[config.mk]
export PLATFORM = sky130hd
export DESIGN_NAME = instr_fetch_issue_flat
export DESIGN_NICKNAME = d
export VERILOG_FILES = /design/src/rtl/instr_fetch_issue_if.sv /design/src/rtl/instr_fetch_issue.sv /design/src/flat_wrapper.sv
export SDC_FILE = /design/constraint.sdc
export NUM_CORES = 1
export LEC_CHECK = 0
export CORE_AREA = 5 5 159 161
export DETAILED_ROUTE_END_ITERATION = 10
export DIE_AREA = 0 0 164 166
export GPL_TIMING_DRIVEN = 1
export MAX_ROUTING_LAYER = met4
export PLACE_DENSITY = 0.69
export SYNTH_ARGS = -nofsm -noshare
export SYNTH_HDL_FRONTEND = slang
export SYNTH_SLANG_ARGS = --single-unit
[constraint.sdc]
create_clock -name clk -period 4.95 [get_ports clk]
set_input_delay 0.99 -clock clk [delete_from_list [all_inputs] [get_ports clk]]
set_output_delay 0.99 -clock clk [all_outputs]
set_load 0.02 [all_outputs]
[src/rtl/instr_fetch_issue_if.sv]
// Instruction register handshake between the fetch/issue unit (master, producer)
// and the execute core (slave, consumer).
interface instr_fetch_issue_if #(
    parameter int IW = 32
);
    logic [IW-1:0] ir_out;
    logic          ir_valid;
    logic          ir_ready;

    modport master (output ir_out, output ir_valid, input ir_ready);
    modport slave  (input ir_out, input ir_valid, output ir_ready);
endinterface

[src/rtl/instr_fetch_issue.sv]
// Instruction fetch/issue unit: walks a small program memory from address 0 and
// offers each word to the execute core over a valid/ready handshake.
module instr_fetch_issue #(
    parameter int         DEPTH  = 8,
    parameter int         IW     = 32,
    parameter logic [4:0] MAX_OP = 5'b01011
) (
    input  logic                     clk,
    input  logic                     sysreset,
    input  logic                     load_en,
    input  logic [$clog2(DEPTH)-1:0] load_addr,
    input  logic [IW-1:0]            load_data,
    input  logic                     start,
    input  logic [$clog2(DEPTH):0]   prog_len,
    instr_fetch_issue_if.master      ir,
    output logic [$clog2(DEPTH)-1:0] pc,
    output logic                     busy,
    output logic                     done,
    output logic                     illegal,
    output logic [$clog2(DEPTH)-1:0] err_pc
);
    localparam int AW = $clog2(DEPTH);
    localparam int LW = AW + 1;

    localparam logic [2:0] S_IDLE  = 3'd0;
    localparam logic [2:0] S_FETCH = 3'd1;
    localparam logic [2:0] S_ISSUE = 3'd2;
    localparam logic [2:0] S_DONE  = 3'd3;
    localparam logic [2:0] S_ERR   = 3'd4;

    logic [2:0]    state;
    logic [LW-1:0] len;
    logic [LW-1:0] len_clamped;
    logic [IW-1:0] mem [DEPTH];
    logic [IW-1:0] ir_word;
    logic          ir_vld;
    logic [IW-1:0] fetch_word;
    logic          fetch_bad;
    logic          issue_fire;
    logic          last_instr;

    assign fetch_word = mem[pc];
    assign fetch_bad  = fetch_word[IW-1 -: 5] > MAX_OP;
    assign issue_fire = ir_vld && ir.ir_ready;
    assign last_instr = ({1'b0, pc} == len - LW'(1));

    assign ir.ir_out   = ir_word;
    assign ir.ir_valid = ir_vld;

    // Requests longer than the memory run the whole memory once.
    always_comb begin
        // NOTE: default assignment first so every path drives the signal and no latch is inferred.
        len_clamped = prog_len;
        if (prog_len > LW'(DEPTH)) len_clamped = LW'(DEPTH);
    end

    // NOTE: program memory has no reset; contents survive sysreset so a run can be repeated.
    always_ff @(posedge clk) begin
        if (load_en && state == S_IDLE) mem[load_addr] <= load_data;
    end

    // NOTE: all state updates use non-blocking assignments so every register samples pre-edge values.
    always_ff @(posedge clk) begin
        if (sysreset) begin
            state   <= S_IDLE;
            len     <= '0;
            pc      <= '0;
            ir_word <= '0;
            ir_vld  <= 1'b0;
            busy    <= 1'b0;
            done    <= 1'b0;
            illegal <= 1'b0;
            err_pc  <= '0;
        end else begin
            done <= 1'b0;
            case (state)
                S_IDLE: begin
                    if (start) begin
                        len <= len_clamped;
                        if (prog_len == '0) begin
                            state <= S_DONE;
                            done  <= 1'b1;
                        end else begin
                            pc    <= '0;
                            state <= S_FETCH;
                            busy  <= 1'b1;
                        end
                    end
                end
                S_FETCH: begin
                    ir_word <= fetch_word;
                    if (fetch_bad) begin
                        illegal <= 1'b1;
                        err_pc  <= pc;
                        state   <= S_ERR;
                        busy    <= 1'b0;
                    end else begin
                        ir_vld <= 1'b1;
                        state  <= S_ISSUE;
                    end
                end
                S_ISSUE: begin
                    if (issue_fire) begin
                        ir_vld <= 1'b0;
                        if (last_instr) begin
                            state <= S_DONE;
                            done  <= 1'b1;
                            busy  <= 1'b0;
                        end else begin
                            pc    <= pc + AW'(1);
                            state <= S_FETCH;
                        end
                    end
                end
                S_DONE:  state <= S_IDLE;
                S_ERR:   state <= S_ERR;
                default: state <= S_IDLE;
            endcase
        end
    end
endmodule

[src/flat_wrapper.sv]
// flat-port wrapper written by rule: the top's interface ports become plain ports
module instr_fetch_issue_flat 
#(
    parameter int         DEPTH  = 8,
    parameter int         IW     = 32,
    parameter logic [4:0] MAX_OP = 5'b01011
)
  (clk, sysreset, load_en, load_addr, load_data, start, prog_len, pc, busy, done, illegal, err_pc, ir_ir_out, ir_ir_valid, ir_ir_ready);
  instr_fetch_issue_if #(.IW(IW)) ir_i ();
  input  logic clk;
  input  logic sysreset;
  input  logic load_en;
  input  logic [$clog2(DEPTH)-1:0] load_addr;
  input  logic [IW-1:0] load_data;
  input  logic start;
  input  logic [$clog2(DEPTH):0] prog_len;
  output logic [$clog2(DEPTH)-1:0] pc;
  output logic busy;
  output logic done;
  output logic illegal;
  output logic [$clog2(DEPTH)-1:0] err_pc;
  output wire logic [$bits(ir_i.ir_out)-1:0] ir_ir_out;
  output wire logic [$bits(ir_i.ir_valid)-1:0] ir_ir_valid;
  input wire logic [$bits(ir_i.ir_ready)-1:0] ir_ir_ready;
  assign ir_ir_out = ir_i.ir_out;
  assign ir_ir_valid = ir_i.ir_valid;
  assign ir_i.ir_ready = ir_ir_ready;
  instr_fetch_issue #(.DEPTH(DEPTH), .IW(IW), .MAX_OP(MAX_OP)) u_core (.clk(clk), .sysreset(sysreset), .load_en(load_en), .load_addr(load_addr), .load_data(load_data), .start(start), .prog_len(prog_len), .ir(ir_i), .pc(pc), .busy(busy), .done(done), .illegal(illegal), .err_pc(err_pc));
endmodule
* Word-level counts from Yosys, hierarchy flattened
Memories as Yosys holds them, arrays and structs flattened. A register that Yosys moved wholly into a read port is not among the register bits.
Index checks and enable logic that the tools add are counted.
** Storage, ports and cells
- Register bits after elaboration :: 49
- Bits in writable memories :: 256
- Word-level logic and storage cells :: 68
- Memories kept :: 1
** Memories
- u_core.mem :: words 8, bits a word 32, rd ports 1, clocked after Yosys merged registers in 1, write ports 1, RTL line instr_fetch_issue.sv:34 : logic [IW-1:0] mem [DEPTH];
** Operators by class
- Add/sub/neg operators :: 2
- Order comparisons :: 2
- Equality and inequality tests :: 11
- Muxes and demuxes :: 30
- Reduce and logical (&&, ||, !) cells :: 13
** Operators with widths (number)
- 3-bit two-way mux :: 9
- 1-bit two-way mux :: 13
- 3-bit one-hot mux with 4 select lines :: 1
- 2-bit != test (second input constant) :: 4
- 2-bit by 1-bit != test with 1-bit output (second input constant) :: 3
- 3-bit one-hot mux with 2 select lines :: 1
- 2-bit AND reduction :: 3
- 6-bit AND reduction :: 1
- 5-bit by 4-bit > comparator with 1-bit output (second input constant) :: 1
- 5-bit AND reduction :: 1
- 3-bit by 4-bit equality test with 1-bit output :: 1
- 4-bit > comparator (second input constant) :: 1
- 4-bit zero test :: 1
- 2-bit two-way mux :: 2
- 4-bit two-way mux :: 1
- 1-bit one-hot mux with 2 select lines :: 2
- 2-bit nonzero test :: 2
- 4-bit by 1-bit subtractor with 4-bit output (second input constant) :: 1
- 3-bit by 1-bit adder with 3-bit output (second input constant) :: 1
- 3-bit by 1-bit equality test with 1-bit output (second input constant) :: 1
- 3-bit by 2-bit equality test with 1-bit output (second input constant) :: 1
- 3-bit equality test (second input constant) :: 1
- 3-bit zero test :: 1
- 1-bit one-hot mux with 3 select lines :: 1
- other kinds (3) :: 4

* Longest topological paths before layout
Gate-level depths: netlist of the first run.
- Word-level depth :: 7
- Mapped depth :: 7
- Mapped depth without buffers :: 7

* Worst setup path before layout of the first run
Ideal clock, no wire load.
- Path kind :: input-to-reg
- Start point :: in load_addr[0]
- End point :: mem u_core.mem[0][0], enable pin
- Setup time :: 0.461 ns
- Arrival :: 3.408 ns
- Slack :: 1.080 ns
- Stages :: 2
- Buffers on the path :: 0
- Cells stage by stage :: nand3b_1 > nor3_1
** RTL lines
- from (decl) :: RTL line flat_wrapper.sv:13 : input logic [$clog2(DEPTH)-1:0] load_addr;
- to (decl) :: RTL line instr_fetch_issue.sv:34
Straight into the memory's write port.

* Worst setup path in the final report of the first run
- Start point :: reg u_core.state[0]
- End point :: mem u_core.mem[4][14], enable pin
** On the way
- Longest elaborated chain between the ends :: 4
** Ends and longest elaborated chain
- from (decl) :: RTL line instr_fetch_issue.sv:31 : logic [2:0] state;
- from (signal assigned) :: RTL line instr_fetch_issue.sv:65 : state <= S_IDLE;
- from (signal assigned) :: RTL line instr_fetch_issue.sv:81 : state <= S_DONE;
- from (signal assigned) :: RTL line instr_fetch_issue.sv:85 : state <= S_FETCH;
- 3-bit zero test :: RTL line instr_fetch_issue.sv:59 : if (load_en && state == S_IDLE) mem[load_addr] <= load_data;
- 1-bit logical AND :: RTL line instr_fetch_issue.sv:59
- 1-bit two-way mux :: RTL line instr_fetch_issue.sv:59
- 1-bit two-way mux (not written as such) :: RTL line instr_fetch_issue.sv:59
No other way between the ends.

==> results of run 1 <==
state kept, by name (all words and copies together), names as in the netlist, named ones only:
register            flops
u_core.mem            256
u_core.ir.ir_out       32
u_core.len              4
u_core.err_pc           3
u_core.pc               3
u_core.state            3
u_core.busy             1
u_core.done             1
u_core.illegal          1
u_core.ir.ir_valid      1
cell families (layout without fill, tap and decap cells):
kind of cell             Yosys count  in the layout  share of synthesized area [%]
multiplexers                      97             97                          15.29
flip-flops                       308            308                          75.29
AO/OA/AOI/OAI                     63             63                          3.842
adder cells (fa/ha/maj)            2              2                         0.2158
AND/OR/NAND/NOR                   91             91                          3.659
buffers and inverters             39            155                          1.478
XOR/XNOR                           3              3                         0.2267
path summary, 6_finish.rpt:
path,start,to,slack [ns]
worst max-delay path,u_core.state[0],u_core.mem[4][14],2.18
worst min-delay path,u_core.illegal,u_core.illegal,0.48
worst max register to register,u_core.state[0],u_core.mem[4][14],2.18
worst min register to register,u_core.illegal,u_core.illegal,0.48
worst register-to-register path, cell delays in order (launching register included):
cell and delay, ns:
dfxtp_1 0.36, or2_1 0.37, nor2_1 0.28, nand3b_1 0.35, nor2_4 1.00
area by class of cell:
| type | count | area (µm²) | area share, % |
|---|---|---|---|
| Tap cell | 324 | 405.4 | 2.949 |
| Multi-Input combinational cell | 256 | 2756 | 20.05 |
| Clock buffer | 48 | 859.6 | 6.253 |
| Inverter | 6 | 22.52 | 0.1638 |
| Timing Repair Buffer | 91 | 890.9 | 6.480 |
| Sequential cell | 308 | 8735 | 63.54 |
| Clock inverter | 10 | 77.57 | 0.5643 |
per-stage QoR:
stage | power [W] | utilization [%]
floorplan | 0.003117 | -
global placement | 0.003264 | 53.78
detailed placement | 0.003278 | 53.78
CTS | 0.005416 | 57.71
global route | 0.005559 | 57.71
finish | 0.005362 | 57.71
cells in the final DEF (no fill, tap or decap), types with 2 or more instances in the layout:
| cell type | Yosys | layout |
|---|---|---|
| edfxtp_1 | 256 | 256 |
| clkdlybuf4s50_1 | 0 | 84 |
| mux4_2 | 64 | 64 |
| dfxtp_1 | 52 | 49 |
| nor2_1 | 46 | 39 |
| a211oi_1 | 33 | 33 |
| mux2i_1 | 32 | 32 |
| clkbuf_16 | 0 | 31 |
| clkbuf_1 | 18 | 15 |
| nand2_1 | 12 | 12 |
| a21oi_1 | 11 | 11 |
| nand3_1 | 7 | 7 |
| nor2_4 | 0 | 7 |
| inv_1 | 6 | 6 |
| buf_4 | 1 | 6 |
| nand2b_1 | 5 | 5 |
| nand3b_1 | 5 | 5 |
| o21ai_0 | 5 | 5 |
| clkinv_2 | 0 | 4 |
| xor2_1 | 3 | 3 |
| or3_1 | 3 | 3 |
| nor3_1 | 5 | 3 |
| clkinv_1 | 0 | 3 |
| nor3_2 | 0 | 2 |
| o211ai_1 | 2 | 2 |
| nor4_1 | 2 | 2 |
| a31oi_1 | 2 | 2 |
| ha_1 | 2 | 2 |
| dfxtp_2 | 0 | 2 |
| clkbuf_8 | 0 | 2 |
power groups by stage:
stage | combinational, W | sequential (W) | clock (W)
3_3_place_gp | 0.000300 | 0.00296 | 0
2_1_floorplan | 0.000128 | 0.00299 | 0
3_5_place_dp | 0.000309 | 0.00297 | 0
4_1_cts | 0.000311 | 0.00291 | 0.00219
5_1_grt | 0.000333 | 0.00292 | 0.00231
6_report | 0.000305 | 0.00291 | 0.00214
per-layer routing:
layer,vias up,track usage [%]
met3,37,2.705
met4,0,4.048
met1,2939,23.43
met2,154,26.80
li1,2627,-
met5,-,-
==> flow_metrics.py, run 1 <==
metrics = {
    "outcome": {
        "outcome": "completed",
    },
    "logic_synthesis": {
        "syn_area_per_cell_um2": 19.23,
        "synthTopCellsByArea": "edfxtp_1 66%, mux4_2 12%, dfxtp_1 9.0%, mux2i_1 2.8%, a211oi_1 2.1%",
        "synth_nets": 649,
        "synth.distinct_cells": 42,
        "yosys.area.top_type_share_pct": 66.31,
        "synth_common_cells": "256 x edfxtp_1, 64 x mux4_2, 52 x dfxtp_1",
        "seq_area_frac_synth_pct": 75.29,
        "synth_cells": 603,
        "ys_warn_count": 0,
        "synth_top_flop_cell": "edfxtp_1",
        "yosys_register_bits": 308,
        "synth_top_cell_by_area": "edfxtp_1",
        "synthArstFlopShare_pct": 0,
        "yosysMostFrequentCell": "edfxtp_1",
        "synth_edf_count": 256,
        "synth_area_um2": 11590,
    },
    "routing": {
        "wl_met2_um": 10730,
        "drt-pass1-iter-count": 4,
        "vias": 5757,
        "routedWlPerCell_um": 21.07,
        "wl_um": 21980,
        "viasPerCell": 5.520,
        "drt_iter0_markers": 551,
        "drc": 0,
        "highest_layer": "met4",
        "ant_nets": 0,
        "wl_met1_um": 9781,
        "wl_met3_um": 1045,
    },
    "placed_design": {
        "io_buffers": 85,
        "gp_congestion": 0.7961,
        "place_inst": 985,
        "pre_cts_ws_ns": 1.684,
        "post-dp-hpwl_um": 12930,
        "placed_area_um2": 12810,
    },
    "final_layout": {
        "finalNetCount": 740,
        "diodes": 0,
        "fin_cells": 1043,
        "drive_above_1_share_pct": 17.39,
        "stdcell_area_um2": 13750,
        "area_growth_pct": 18.57,
        "fillerInstances": 1830,
    },
    "clocking": {
        "htreeDepth": 1,
        "clkTransAtPathRegs_ns": 0.06,
        "cts_hold_buf": 0,
        "numCtsBuffers": 31,
        "cts-root-buf": "clkbuf_16",
        "clk_latency_ns": 0.55,
        "clkSinkCount": 308,
        "cts_resized": 0,
        "post_cts_buffers": 0,
        "tritoncts": "yes",
        "clockBufferDepth": 3,
    },
    "die": {
        "die_w_um": 164,
        "core_area_um2": 23820,
        "dieArea_um2": 27220,
        "die_y_um": 166,
        "rows": 57,
        "num_io_pins": 86,
        "initial_utilization_pct": 48.67,
    },
    "global_routing": {
        "gr-total-overflow": 0,
        "grt_pass1_wl_um": 35110,
        "grt_use_total_pct": 16.93,
        "grt_max_degree": 52,
        "antenna_found_initial": 0,
        "first_global_vias": 6206,
    },
    "timing": {
        "tightestPinTransition_ns": 1.155,
        "finalCriticalPeriod_ns": 2.768,
        "min_period_over_period_pct": 55.93,
        "final.setup_skew_ns": 0.008988,
        "max_slew_margin_pct": 22.82,
        "fin_ws_ns": 2.182,
        "fmax_ghz": 0.3612,
        "finalMaxSlewViolations": 0,
        "finalHoldViolCount": 0,
        "holdWs_ns": 0.4811,
        "finalSetupViolations": 0,
        "setup_tns_ns": 0,
        "rsz0062_at_grt": "no",
    },
    "setup_path": {
        "critical-path-slowest-cell": "nor2_4",
        "crit_arrival_ns": 2.93,
        "critPathMaxStageDelay_ns": 1.00,
        "cp_top_family": "simple AND/OR/NAND/NOR gates",
        "cp_max_fo": 32,
        "r2r_cells": 4,
        "path_class": "reg2reg",
        "endpoint_kind": "register",
        "timing.critical_path.required_ns": 5.11,
        "critPathBufInv": 0,
        "startpoint_type": "register",
        "crit_chain": "or2_1 > nor2_1 > nand3b_1 > nor2_4",
        "cp.depth": 4,
    },
    "pwr": {
        "power.leakage_nw": 4.167,
        "ir_worst_vdd_mv": 0.3297,
        "cellPowerDensity_nw_per_um2": 390.1,
        "combPwrFrac_pct": 5.7,
        "clock_power_share_pct": 40.0,
        "switchingPower_w": 0.001110,
        "switching_share_pct": 20.71,
        "intPower_w": 0.004252,
        "p_seq_share_pct": 54.3,
    },
    "worst_hold_path": {
        "hp-class": "reg2reg",
        "hold_path_depth": 2,
    },
    "flow_run": {
        "max-cap-violations": 0,
    },
}
No activity file was read; power rests on OpenSTA's default activity.
==> inputs of run 2 (changes only) <==
==> constraint.sdc (replaced) <==
create_clock -name clk -period 2.8 [get_ports clk]
set_input_delay 0.56 -clock clk [delete_from_list [all_inputs] [get_ports clk]]
set_output_delay 0.56 -clock clk [all_outputs]
set_load 0.02 [all_outputs]
==> flow_metrics.py, run 2 (synthesis gave the netlist of run 1 again) <==
metrics = {
    "timing": {
        "min_period_over_period_pct": 81.88,
        "max_slew_margin_pct": 43.93,
        "rsz0062_at_grt": "no",
        "holdWs_ns": 0.4750,
        "finalHoldViolCount": 0,
        "finalCriticalPeriod_ns": 2.293,
        "finalSetupViolations": 0,
        "final.setup_skew_ns": 0.009618,
        "tightestPinTransition_ns": 0.8411,
        "fmax_ghz": 0.4362,
        "finalMaxSlewViolations": 0,
    },
    "setup_path": {
        "crit_path_end": "u_core.mem[1][8]",
        "startpoint_type": "register",
        "cp_max_fo": 32,
        "path_class": "reg2reg",
        "timing.critical_path.required_ns": 3.05,
        "r2r_end": "u_core.mem[1][8]",
        "startpoint": "u_core.state[0]",
        "endpoint_kind": "register",
        "r2r_cells": 5,
        "crit_arrival_ns": 2.54,
        "worstReg2RegStart": "u_core.state[0]",
        "reg2reg_slack_ns": 0.51,
    },
    "worst_hold_path": {
        "hp-class": "reg2reg",
    },
    "final_layout": {
        "finalNetCount": 750,
        "area_growth_pct": 21.05,
        "largest_reg_flops": 256,
        "layout_common_cells": "256 x edfxtp_1, 84 x clkdlybuf4s50_1, 64 x mux4_2",
        "top_register": "u_core.mem",
        "drive_above_1_share_pct": 18.93,
        "diodes": 0,
        "layout_commonest_cell": "edfxtp_1",
    },
    "routing": {
        "routedWlPerCell_um": 21.94,
        "ant_nets": 0,
        "drt_iter0_markers": 557,
        "vias": 5908,
        "viasPerCell": 5.611,
        "wl_um": 23110,
        "drc": 0,
        "drt-pass1-iter-count": 5,
    },
    "global_routing": {
        "first_global_vias": 6315,
        "gr-total-overflow": 0,
        "antenna_found_initial": 0,
        "grt_max_degree": 69,
        "grt_pass1_wl_um": 35870,
        "grt_use_total_pct": 17.44,
    },
    "die": {
        "rows": 57,
        "die_w_um": 164,
        "initial_utilization_pct": 48.67,
        "core_area_um2": 23820,
        "die_y_um": 166,
        "dieArea_um2": 27220,
        "num_io_pins": 86,
    },
    "pwr": {
        "ir_worst_vdd_mv": 0.5599,
        "cellPowerDensity_nw_per_um2": 699.5,
        "combPwrFrac_pct": 5.8,
        "intPower_w": 0.007771,
        "switchingPower_w": 0.002046,
        "switching_share_pct": 20.84,
        "finalPower_w": 0.009817,
        "p_seq_share_pct": 52.4,
        "power.leakage_nw": 4.293,
        "clock_power_share_pct": 41.8,
    },
    "placed_design": {
        "io_buffers": 85,
        "post-dp-hpwl_um": 13470,
        "gp_congestion": 0.8693,
    },
    "clocking": {
        "htreeDepth": 1,
        "clockBufferDepth": 3,
        "cts_hold_buf": 0,
        "clk_latency_ns": 0.56,
        "cts_resized": 0,
        "numCtsBuffers": 31,
        "tritoncts": "yes",
        "clkSinkCount": 308,
        "cts-root-buf": "clkbuf_16",
        "post_cts_buffers": 0,
        "clkTransAtPathRegs_ns": 0.06,
    },
    "flow_run": {
        "max-cap-violations": 0,
    },
    "outcome": {
        "outcome": "completed",
    },
}
run 2: cell types whose count changed in the layout (fill, tap and decap cells not counted), sizes merged:
cell and delta:
inv +1, buf +10, clkinv -1, clkbuf -2, bufinv +2
run 2: through the flow:
stage	TNS, ns	instances	util [%]	setup WS [ns]	cell area (µm²)
floorplan	-26.05	603	-	-0.1368	11600
global placement	0	995	54.62	0.5261	13010
detailed placement	0	995	54.62	0.4913	13010
CTS	0	1053	58.91	0.5011	14030
global route	0	1053	58.91	0.4049	14030
finish	0	1053	58.91	0.5072	14030
run 2: how the worst min path moves through the flow:
stage | end | start | depth (start not counted)
global placement | u_core.len[1] | u_core.len[1] | 2
global route | u_core.len[1] | u_core.len[1] | 2
finish | u_core.len[1] | u_core.len[1] | 2
detailed placement | u_core.len[1] | u_core.len[1] | 2
floorplan | u_core.len[1] | u_core.len[1] | 2
CTS | u_core.len[1] | u_core.len[1] | 2
run 2: critical path: stages, from the launching register on:
cell and delay [ns]:
dfxtp_1 0.36, or2_1 0.37, nor2_1 0.25, nand3_1 0.40
nor3_4 0.29, buf_12 0.27
run 2: power by group through the flow:
stage | clock network, W | logic [W] | registers (W)
6_report | 0.00410 | 0.000572 | 0.00515
5_1_grt | 0.00436 | 0.000619 | 0.00516
4_1_cts | 0.00418 | 0.000579 | 0.00515
3_5_place_dp | 0 | 0.000576 | 0.00524
3_3_place_gp | 0 | 0.000558 | 0.00523
2_1_floorplan | 0 | 0.000227 | 0.00528
run 2: cell type report:
cell class,count,area (µm²)
fill,1770,9787
tap,324,405.4
clock inverter,12,151.4
sequential,308,8735
clock buffer,46,872.1
inverter,6,22.52
multi-input combinational,256,2769
timing repair buffer,101,1079
run 2: metal layers:
metal	wire, µm	global-route usage [%]	share of wire [%]
met1	9540	22.93	41
met2	11680	28.69	51
met3	1466	3.251	6.3
met4	423	3.902	1.8
met5	0	-	0
